==> src/rtl/mesh_pkg.sv <==
// Shared mesh router constants: flit width default, port indices and VC encoding.
package mesh_pkg;

  localparam int unsigned DEFAULT_PACKET_WIDTH = 64;
  localparam int unsigned NUM_PORTS            = 5;

  localparam int unsigned PORT_CW  = 0;
  localparam int unsigned PORT_CCW = 1;
  localparam int unsigned PORT_NS  = 2;
  localparam int unsigned PORT_SN  = 3;
  localparam int unsigned PORT_PE  = 4;

  typedef enum logic {
    VC_EVEN = 1'b0,
    VC_ODD  = 1'b1
  } vc_e;

  function automatic vc_e other_vc(input vc_e v);
    return (v == VC_EVEN) ? VC_ODD : VC_EVEN;
  endfunction

endpackage

==> src/rtl/rr_arbiter.sv <==
// Combinational round-robin arbiter: first asserted request after ptr_i, with wrap.
module rr_arbiter
  import mesh_pkg::*;
#(
  parameter int unsigned NUM_IN = NUM_PORTS,
  localparam int unsigned IDX_W = (NUM_IN > 1) ? $clog2(NUM_IN) : 1
) (
  input  logic [NUM_IN-1:0] req_i,
  input  logic [IDX_W-1:0]  ptr_i,
  output logic [NUM_IN-1:0] gnt_o,
  output logic [IDX_W-1:0]  idx_o
);

  logic             found;
  logic [IDX_W-1:0] cand_idx;

  always_comb begin
    gnt_o    = '0;
    idx_o    = '0;
    found    = 1'b0;
    cand_idx = '0;
    // Offsets 1..NUM_IN so the last-granted input is considered last.
    for (int unsigned k = 1; k <= NUM_IN; k++) begin
      cand_idx = IDX_W'((32'(ptr_i) + k) % NUM_IN);
      if (!found && req_i[cand_idx]) begin
        found           = 1'b1;
        idx_o           = cand_idx;
        gnt_o[cand_idx] = 1'b1;
      end
    end
  end

endmodule

==> src/rtl/mesh_out_arbiter.sv <==
// Per-output-port arbiter with a two-entry (even/odd VC) output buffer.
// Optional stall counter output enabled by defining MESH_ARB_STALL_CNT_EN.
module mesh_out_arbiter
  import mesh_pkg::*;
#(
  parameter int unsigned PACKET_WIDTH = DEFAULT_PACKET_WIDTH,
  parameter int unsigned NUM_IN       = NUM_PORTS
) (
  input  logic                           clk,
  input  logic                           reset,
  input  logic                           polarity,
  input  logic [NUM_IN-1:0]              req,
  input  logic [NUM_IN*PACKET_WIDTH-1:0] req_data,
  output logic [NUM_IN-1:0]              gnt,
  output logic                           so,
  input  logic                           ro,
`ifdef MESH_ARB_STALL_CNT_EN
  output logic [15:0]                    stall_cnt,
`endif
  output logic [PACKET_WIDTH-1:0]        do_o
);

  localparam int unsigned IDX_W = (NUM_IN > 1) ? $clog2(NUM_IN) : 1;

  logic [PACKET_WIDTH-1:0] buf_q [2];
  logic [PACKET_WIDTH-1:0] buf_d [2];
  logic [1:0]              full_q, full_d;
  logic [IDX_W-1:0]        ptr_q, ptr_d;

  vc_e                     int_vc, ext_vc;
  logic [NUM_IN-1:0]       arb_gnt;
  logic [IDX_W-1:0]        arb_idx;
  logic                    grant_en;
  logic [PACKET_WIDTH-1:0] req_flit [NUM_IN];

  assign int_vc = vc_e'(polarity);
  assign ext_vc = other_vc(int_vc);

  always_comb begin
    for (int unsigned i = 0; i < NUM_IN; i++) begin
      req_flit[i] = req_data[i*PACKET_WIDTH +: PACKET_WIDTH];
    end
  end

  rr_arbiter #(.NUM_IN(NUM_IN)) u_rr_arbiter (
    .req_i (req),
    .ptr_i (ptr_q),
    .gnt_o (arb_gnt),
    .idx_o (arb_idx)
  );

  // Gating with reset keeps gnt/so quiet while reset is held, not just after it.
  assign grant_en = reset & ~full_q[int_vc] & (|req);
  assign gnt      = grant_en ? arb_gnt : '0;
  assign so       = reset & full_q[ext_vc] & ro;
  assign do_o     = so ? buf_q[ext_vc] : '0;

  always_comb begin
    buf_d  = buf_q;
    full_d = full_q;
    ptr_d  = ptr_q;
    if (so) begin
      full_d[ext_vc] = 1'b0;
    end
    if (grant_en) begin
      buf_d[int_vc]  = req_flit[arb_idx];
      full_d[int_vc] = 1'b1;
      ptr_d          = arb_idx;
    end
  end

  always_ff @(posedge clk or negedge reset) begin
    if (!reset) begin
      buf_q[0] <= '0;
      buf_q[1] <= '0;
      full_q   <= '0;
      ptr_q    <= IDX_W'(NUM_IN - 1);
    end else begin
      buf_q[0] <= buf_d[0];
      buf_q[1] <= buf_d[1];
      full_q   <= full_d;
      ptr_q    <= ptr_d;
    end
  end

`ifdef MESH_ARB_STALL_CNT_EN
  logic [15:0] stall_q, stall_d;

  always_comb begin
    stall_d = stall_q;
    if ((|req) && full_q[int_vc] && (stall_q != '1)) begin
      stall_d = stall_q + 16'd1;
    end
  end

  always_ff @(posedge clk or negedge reset) begin
    if (!reset) begin
      stall_q <= '0;
    end else begin
      stall_q <= stall_d;
    end
  end

  assign stall_cnt = stall_q;
`endif

endmodule

==> config.mk <==
export PLATFORM = sky130hd
export DESIGN_NAME = mesh_out_arbiter
export DESIGN_NICKNAME = d
export VERILOG_FILES = /design/src/rtl/mesh_pkg.sv /design/src/rtl/rr_arbiter.sv /design/src/rtl/mesh_out_arbiter.sv
export SDC_FILE = /design/constraint.sdc
export NUM_CORES = 1
export LEC_CHECK = 0
export ABC_AREA = 0
export BUFFER_PORTS_ARGS = -buffer_cell sky130_fd_sc_hd__clkbuf_2
export CAP_MARGIN = 20
export CORE_AREA = 2 2 155 157
export DETAILED_ROUTE_END_ITERATION = 8
export DIE_AREA = 0 0 157 159
export GPL_TIMING_DRIVEN = 0
export PLACE_DENSITY = 0.85
export SLEW_MARGIN = 15
export SYNTH_ARGS = -nofsm -noshare
export SYNTH_HDL_FRONTEND = slang
export SYNTH_SLANG_ARGS = --single-unit
export TNS_END_PERCENT = 20
==> constraint.sdc <==
create_clock -name clk -period 8.4 [get_ports clk]
set_clock_uncertainty 0.2 [all_clocks]
set_input_delay 0.84 -clock clk [delete_from_list [all_inputs] [get_ports clk]]
set_output_delay 0.84 -clock clk [all_outputs]
set_load 0.02 [all_outputs]
==> qor.txt, run 1 <==
YS warnings: 0
Top Usage Layer GRT: met2
Worst-Skew Late Latency: 0.42 ns
element type at the critical path start: flop
largest net degree at the start of global routing: 82
clock slew at reported path FFs: 0.07 ns
sequential share of the synthesized area: 29.7%
Ports: 399
Hold WC Path Type: input port to asynchronous set/reset pin
crit-path leading delay family: compound AO/OA/AOI/OAI gates
most instantiated cells after synthesis: inv_1 (147), nand2_1 (147), o31ai_1 (133)
slowest CP cell: a2111oi_0
CTS max path bufs: 2
wire per inst: 21.7 um
synth unique cells: 79
Reg2Reg Depth: 24
synthesized instance count: 1379
final hold vios: 0
starting density of the core: 48.4%
Via Count: 12900
Async S/R FF share, synth: 100%
Area contributors post-synth: dfrtp_1 (29%), o31ai_1 (8.9%), mux2i_1 (6.6%), inv_1 (4.9%), nand2_1 (4.9%)
DRC: 0
Final Cycle Share: 93.1%
RSZ-0062 raised after global routing: no
crit-path max FO: 10
# port buffers: 395
CP required: 8.47 ns
Final nets: 2152
Mean Syn Cell Area: 8.14 sq um
grt ovf: 0
initial antenna violation count: 7
reg2reg start: ptr_q[0]
CTS Buf Count: 17
CP Cell Sequence: buf_2 -> clkinvlp_4 -> ha_1 -> buf_2 -> inv_1 -> ha_1 -> nor2_1 -> a21oi_1 -> xnor2_1 -> clkinv_1 -> ha_1 -> nor2b_1 -> a211oi_2 -> o311ai_1 -> a21boi_1 -> o211a_1 -> a221oi_2 -> buf_2 -> nor3_1 -> or4_1 -> buf_2 -> buf_2 -> a2111oi_0 -> o31ai_1
met2 usage: 59.8%
post-synth top area cell: dfrtp_1
outcome: finished, final reports clean
CTS root buf: clkbuf_16
Yosys top cell area share: 29.4%
register bit count reported by yosys: 133
met1 usage: 46.1%
die width: 157 um
RePlAce Congestion: 0.963
Slew @ Worst Pin: 0.900 ns
share of cells above drive strength 1: 30.6%
cts hold-fix bufs: 0
GRT Total Usage: 36.5%
Die Span Y: 159 um
row cnt: 56
Reg-to-Reg End: buf_q[95]
Reg2Reg Setup Slack: 0.58 ns
Max Fclk: 128 MHz
Final Util: 61.8%
Syn Nets: 1734
Slew Limit Fails: 0
Post-synth EDFFs: 0
Pre-antenna DRT Iters: 5
Post-synth top flop: dfrtp_1
critical path type: flop to flop
first-pass GRT wire length: 70500 um
CTS tree: yes
critical path data arrival time: 7.89 ns
met3 usage: 8.17%
mapped cell area: 0.0112 sq mm
vias per inst: 6.03
max_slew headroom: 38.4%
Buf+Inv Stages, Crit Path: 8
# setup viols final: 0
Post-DP HPWL: 36300 um
core box area: 0.0232 sq mm
number of global-route vias before repair: 12700
clk sinks: 133
Crit path top cell by count: buf_2
area grow syn2layout: 27.6%
final WL: 46300 um
die area: 0.0250 sq mm
CP endpoint kind: flop
DR iter-0 viols: 1001
Final Critical Period: 7.82 ns
FILL cells: 2088
Max Cap Violations: 0
CP peak stage delay: 0.84 ns
Routed Antenna Nets: 0
CTS H-Tree Depth: 4
cell usage in the layout, fill, tap and decap left out, types with 6 or more instances in the layout:
master	instances
dfrtp_1	132
nor2_1	84
clkbuf_2	398
nand2_1	147
buf_4	7
mux2i_1	74
o31ai_1	133
and2_1	69
ha_1	26
inv_1	146
clkbuf_16	17
buf_1	11
o21ai_1	11
a2111oi_1	19
a211oi_2	23
nor3_1	70
nand2b_1	10
a2111oi_2	36
and3_1	6
a31oi_1	6
o21ai_0	75
buf_2	22
mux2_2	9
a211oi_1	44
nand3_1	13
a21oi_1	15
a2111oi_0	12
clkbuf_1	69
nor2b_1	8
per-stage QoR:
step / area, sq um / cells / TNS (ns) / hold slack (ns) / setup WS (ns)
final: 14300 / 2132 / 0 / 0.161 / 0.582
after CTS: 14200 / 2126 / 0 / 0.177 / 0.120
after global placement: 13600 / 2093 / 0 / 0.258 / 0.157
after detailed placement: 13600 / 2094 / -0.158 / 0.265 / -0.0773
after global routing: 14300 / 2132 / 0 / 0.188 / 0.220
after floorplan: 11200 / 1379 / 0 / 0.248 / 2.15
kinds of logic after synthesis:
family                   share of synthesized area [%]
AO/OA/AOI/OAI                                     31.1
AND/OR/NAND/NOR                                   18.1
buffers and inverters                             9.54
flip-flops                                        29.7
multiplexers                                      7.90
adder cells (fa/ha/maj)                           2.90
XOR/XNOR                                         0.825
sequential cells by signal, indices dropped and copies added (netlist names):
register	flops
buf_q	128
full_q	2
ptr_q	3
worst max-delay path by stage:
stage	from	end	depth (start not counted)
after CTS	ptr_q[0]	buf_q[42]	27
after global routing	ptr_q[0]	buf_q[72]	26
after floorplan	ptr_q[0]	buf_q[117]	26
after global placement	ptr_q[0]	buf_q[63]	25
after detailed placement	ptr_q[0]	buf_q[127]	25
final	ptr_q[0]	buf_q[95]	24
final cells by class:
type / count / area [sq um] / share of cell area (%)
Tap cell: 319 / 399 / 2.79
Antenna cell: 3 / 7.51 / 0.0524
Buffer: 114 / 515 / 3.60
Timing Repair Buffer: 400 / 2040 / 14.3
Multi-Input combinational cell: 981 / 6860 / 47.9
Clock buffer: 18 / 429 / 3.00
Clock inverter: 14 / 173 / 1.21
Sequential cell: 133 / 3330 / 23.2
Inverter: 150 / 567 / 3.96
metal layers:
layer	vias to the layer above	wire, um
met5	-	51
met4	8	1840
met1	6193	18400
met2	685	22300
li1	5841	-
met3	129	3700
timing repair:
| item | 4_1_cts | 5_1_grt |
|---|---|---|
| gates resized for setup | 1 | 25 |
| setup buffers | 0 | 4 |
| hold endpoints to repair | 0 | 0 |
| endpoints found under the setup margin | 6 | 133 |
Power of run 1 is not shown: default switching activity piles up to over one toggle a cycle in this logic, so the estimate is an artifact.
==> run 2: changes to the inputs <==
--- a/constraint.sdc
+++ b/constraint.sdc
@@ -4,2 +4,2 @@
 set_output_delay 0.84 -clock clk [all_outputs]
-set_load 0.02 [all_outputs]
+set_load 0.1 [all_outputs]
==> qor.txt, run 2 (synthesis results as in run 1) <==
outcome: finished, final reports clean
row cnt: 56 (unchanged)
Crit. Startpoint: ptr_q[0]
Top reg by flops: buf_q
CTS max path bufs: 2 (unchanged)
final hold vios: 0 (unchanged)
element type at the critical path start: flop
CTS Buf Count: 17 (unchanged)
starting density of the core: 48.4% (unchanged)
max FFs per register: 128 (unchanged)
die area: 0.0250 sq mm (unchanged)
clock slew at reported path FFs: 0.07 ns (about the same)
RSZ-0062 raised after global routing: no
register area: 0.00333 sq mm (unchanged)
final WL: 46300 um (about the same)
GRT Total Usage: 36.5% (unchanged)
CTS tree: yes
wire per inst: 21.7 um (about the same)
commonest non-fill, non-tap cells in the layout: clkbuf_2 (393), nand2_1 (147), inv_1 (146), o31ai_1 (133), dfrtp_1 (132)
Worst-Skew Late Latency: 0.42 ns (about the same)
Ports: 399 (unchanged)
RePlAce Congestion: 0.963 (unchanged)
multi-input logic area: 0.00684 sq mm (-0.36%)
largest registers: buf_q x128, ptr_q x3, full_q x2
critical path data arrival time: 6.77 ns (-1.12 ns)
first-pass GRT wire length: 70500 um (unchanged)
CP required: 7.36 ns (-1.11 ns)
Max Fclk: 128 MHz (+0.15%)
# port buffers: 395 (unchanged)
core box area: 0.0232 sq mm (unchanged)
Reg2Reg Setup Slack: 0.60 ns (+0.02 ns)
largest net degree at the start of global routing: 82 (unchanged)
grt ovf: 0 (unchanged)
max_slew headroom: 39.2% (+0.74 points)
initial antenna violation count: 7 (unchanged)
most common cell after layout, fill and taps aside: clkbuf_2
Reg2Reg Depth: 24 (unchanged)
share of cells above drive strength 1: 30.3% (-0.22 points)
area grow syn2layout: 27.4%
Routed Antenna Nets: 0 (unchanged)
Final Critical Period: 7.81 ns (-0.0115 ns)
DR iter-0 viols: 1026 (+2.5%)
Hold WC Path Type: input port to asynchronous set/reset pin
WHS: 0.159 ns (-0.00187 ns)
die width: 157 um (unchanged)
Post-DP HPWL: 36300 um (unchanged)
CP endpoint kind: output pin
critical path type: flop to output pin
reg2reg start: ptr_q[0]
# setup viols final: 0 (unchanged)
number of global-route vias before repair: 12700 (unchanged)
FILL cells: 2094 (+0.29%)
Reg-to-Reg End: buf_q[105]
cts hold-fix bufs: 0 (unchanged)
Max Cap Violations: 0 (unchanged)
Final Cycle Share: 92.9% (-0.14 points)
CTS root buf: clkbuf_16
Via Count: 12900 (+0.49%)
clk sinks: 133 (unchanged)
Pre-antenna DRT Iters: 5 (unchanged)
CTS H-Tree Depth: 4 (unchanged)
Die Span Y: 159 um (unchanged)
DRC: 0 (unchanged)
Slew @ Worst Pin: 0.890 ns (-0.0108 ns)
Final nets: 2152 (unchanged)
vias per inst: 6.06 (+0.49%)
crit-path max FO: 10 (unchanged)
Slew Limit Fails: 0 (unchanged)
## run 2: cell types whose count changed in the layout (fill, tap and decap cells not counted)
cell             before  now
a2111oi_1            19   17
clkdlybuf4s15_1       1    0
buf_1                11   12
a2111oi_2            36   34
a211oi_1             44   46
clkbuf_4              0    4
a2111oi_0            12   16
a211oi_2             23   21
buf_2                22   23
clkbuf_2            398  393
## run 2: cell type report
cell class	count	share of cell area, %
Multi-Input combinational cell	981	47.8
Sequential cell	133	23.3
Timing Repair Buffer	400	14.4
Inverter	150	3.96
Buffer	114	3.56
Clock buffer	18	3.00
Tap cell	319	2.79
Clock inverter	14	1.21
Antenna cell	3	0.0525
## run 2: through the flow
step,setup slack (ns),instances,util [%],area (sq um),TNS [ns]
after global routing,0.186,2132,61.7,14300,0
after detailed placement,-0.0773,2094,58.8,13600,-0.158
final,0.594,2132,61.7,14300,0
after CTS,0.120,2126,61.4,14200,0
after floorplan,1.10,1379,-,11200,0
after global placement,0.157,2093,58.6,13600,0
## run 2: layer usage
metal / wire length, um / global-route usage [%] / share of wire (%)
met5: 53 / 0 / 0.11
met4: 1930 / 16.0 / 4.2
met3: 3890 / 8.17 / 8.4
met2: 22200 / 59.8 / 48
met1: 18200 / 46.1 / 39
## run 2: worst max path at each step
stage | end | slack (ns) | cells after the start
global route | gnt[2] | 0.19 | 22
CTS | buf_q[42] | 0.12 | 27
floorplan | gnt[2] | 1.10 | 22
global placement | buf_q[63] | 0.16 | 25
detailed placement | buf_q[127] | -0.08 | 25
finish | gnt[4] | 0.59 | 22
## run 2: critical path: stages (launching register included)
cell        delay [ns]
dfrtp_1           0.61
buf_2             0.34
clkinvlp_4        0.19
ha_1              0.38
buf_2             0.27
inv_1             0.16
ha_1              0.24
nor2_1            0.20
a21oi_1           0.13
xnor2_1           0.38
clkinv_1          0.26
ha_1              0.28
nor2b_1           0.18
a211oi_2          0.42
o311ai_1          0.21
a21boi_1          0.21
o211a_1           0.26
a221oi_2          0.30
buf_2             0.26
a41o_1            0.23
nor2_1            0.07
nor2_1            0.26
buf_2             0.49
## run 2: what timing repair did
action | in CTS | in global routing
endpoints found under the setup margin | 6 | 133
endpoints found under the hold margin | 0 | 0
buffers inserted | 0 | 4
resized for setup | 1 | 25
Power of run 2 is left out for the same reason.
==> run 3: changes to the inputs <==
Clock period 8.4 ns to 8.8 ns, I/O delays scaled along.
==> qor.txt, run 3 (synthesis results as in run 1) <==
postcts setup bufs: 0 (unchanged)
Final nets: 2149 (-0.14%)
max FFs per register: 128 (unchanged)
clock slew at reported path FFs: 0.07 ns (about the same)
met2 usage: 59.7% (-0.080 points)
post-route setup slack: 0.337 ns (-0.256 ns)
reg2reg start: ptr_q[0]
critical path data arrival time: 8.54 ns (+1.77 ns)
max_slew headroom: 25.4% (-14 points)
met3 usage: 8.00% (-0.16 points)
# port buffers: 395 (unchanged)
share of cells above drive strength 1: 29.9% (-0.45 points)
initial antenna violation count: 7 (unchanged)
final hold vios: 0 (unchanged)
grt ovf: 0 (unchanged)
DRC: 0 (unchanged)
crit-path max FO: 15 (+5)
largest net degree at the start of global routing: 82 (unchanged)
core box area: 0.0232 sq mm (unchanged)
CP required: 8.88 ns (+1.52 ns)
Pre-antenna DRT Iters: 6 (+1)
Worst-Skew Late Latency: 0.42 ns (about the same)
Reg2Reg Depth: 25 (+4.2%)
Routed Antenna Nets: 0 (unchanged)
most common cell after layout, fill and taps aside: clkbuf_2
Ports: 399 (unchanged)
vias per inst: 6.06 (about the same)
number of global-route vias before repair: 12700 (unchanged)
Reg-to-Reg End: buf_q[127]
Top reg by flops: buf_q
commonest non-fill, non-tap cells in the layout: clkbuf_2 (394), inv_1 (147), nand2_1 (147), o31ai_1 (133), dfrtp_1 (132)
Max Cap Violations: 0 (unchanged)
row cnt: 56 (unchanged)
pre-CTS WS: 0.323 ns (+0.400 ns)
met1 usage: 46.3% (+0.16 points)
critical path type: flop to flop
Die Span Y: 159 um (unchanged)
CTS H-Tree Depth: 4 (unchanged)
Inst Count DP: 2094 (unchanged)
final std cells w/o fill: 2129 (-0.14%)
clk sinks: 133 (unchanged)
CTS Buf Count: 17 (unchanged)
starting density of the core: 48.4% (unchanged)
CTS max path bufs: 2 (unchanged)
element type at the critical path start: flop
Post-DP HPWL: 36300 um (unchanged)
Hold WC Path Type: input port to asynchronous set/reset pin
first-pass GRT wire length: 70500 um (about the same)
Max Fclk: 118 MHz
final WL: 46300 um (-0.12%)
CP endpoint kind: flop
Reg2Reg Setup Slack: 0.34 ns (-0.26 ns)
Top Usage Layer GRT: met2
outcome: finished, final reports clean
Slew Limit Fails: 0 (unchanged)
CTS tree: yes
RePlAce Congestion: 0.963 (unchanged)
die width: 157 um (unchanged)
area grow syn2layout: 27.0%
Final Critical Period: 8.46 ns
# setup viols final: 0 (unchanged)
Via Count: 12900 (-0.054%)
wire per inst: 21.7 um (about the same)
GRT Total Usage: 36.6% (about the same)
die area: 0.0250 sq mm (unchanged)
DR iter-0 viols: 960 (-6.4%)
Final Cycle Share: 96.2%
CTS root buf: clkbuf_16
Slew @ Worst Pin: 1.12 ns (+0.230 ns)
largest registers: buf_q x128, ptr_q x3, full_q x2
-- run 3: cell types whose count changed in the layout (fill, tap and decap cells not counted), sizes merged --
cell / before / now
buf: 48 / 44
clkbuf: 484 / 485
clkinvlp: 3 / 2
inv: 152 / 153
-- run 3: how the worst max path moves through the flow --
stage               slack (ns)         end  startpoint
finish                    0.34  buf_q[127]    ptr_q[0]
detailed placement        0.32  buf_q[127]    ptr_q[0]
floorplan                 1.46      gnt[2]    ptr_q[0]
global route             -0.01      gnt[2]    ptr_q[0]
global placement          0.56   buf_q[63]    ptr_q[0]
CTS                       0.31  buf_q[127]    ptr_q[0]
-- run 3: layer usage --
| layer | share of wire (%) | routed length (um) |
|---|---|---|
| met1 | 40 | 18300 |
| met3 | 8.6 | 3960 |
| met5 | 0.10 | 47 |
| met2 | 48 | 22000 |
| met4 | 4.1 | 1910 |
-- run 3: area by class of cell --
| class | count | area [sq um] |
|---|---|---|
| diodes | 3 | 7.51 |
| plain buffers | 115 | 509 |
| clock buffers | 18 | 429 |
| clock inverters | 14 | 173 |
| fillers | 2094 | 8940 |
| inverters | 150 | 563 |
| multi-input cells | 981 | 6830 |
| flip-flops and latches | 133 | 3330 |
| well taps | 319 | 399 |
| repair buffers | 396 | 2010 |
-- run 3: stage by stage --
stage	cell area, sq um	hold slack [ns]	setup TNS (ns)	utilization, %
after global routing	14300	0.228	-0.0165	61.5
after floorplan	11200	0.248	0	-
after detailed placement	13600	0.265	0	58.8
final	14300	0.195	0	61.5
after global placement	13600	0.258	0	58.6
after CTS	14200	0.217	0	61.4
-- run 3: critical path: stages, from the launching register on --
cell and delay [ns]:
dfrtp_1 0.61, buf_2 0.32, inv_1 0.13, clkbuf_1 0.40
ha_1 0.52, buf_2 0.28, inv_1 0.16, ha_1 0.24
nor2_1 0.21, a21oi_1 0.13, xnor2_1 0.39, clkinv_1 0.26
ha_1 0.27, nor2b_1 0.18, a211oi_2 0.42, o21ai_0 0.14
a31oi_1 0.43, a31o_2 0.19, a221oi_2 0.07, buf_2 0.19
o31ai_1 0.62, clkbuf_2 0.53, clkbuf_1 0.55, o21ai_0 0.20
a211oi_1 0.51, o31ai_1 0.13
-- run 3: what timing repair did --
action / in CTS / in global routing
hold buffers: 0 / 0
gates resized for setup: 0 / 9
setup endpoints to repair: 0 / 28
Power of run 3 is left out for the same reason.
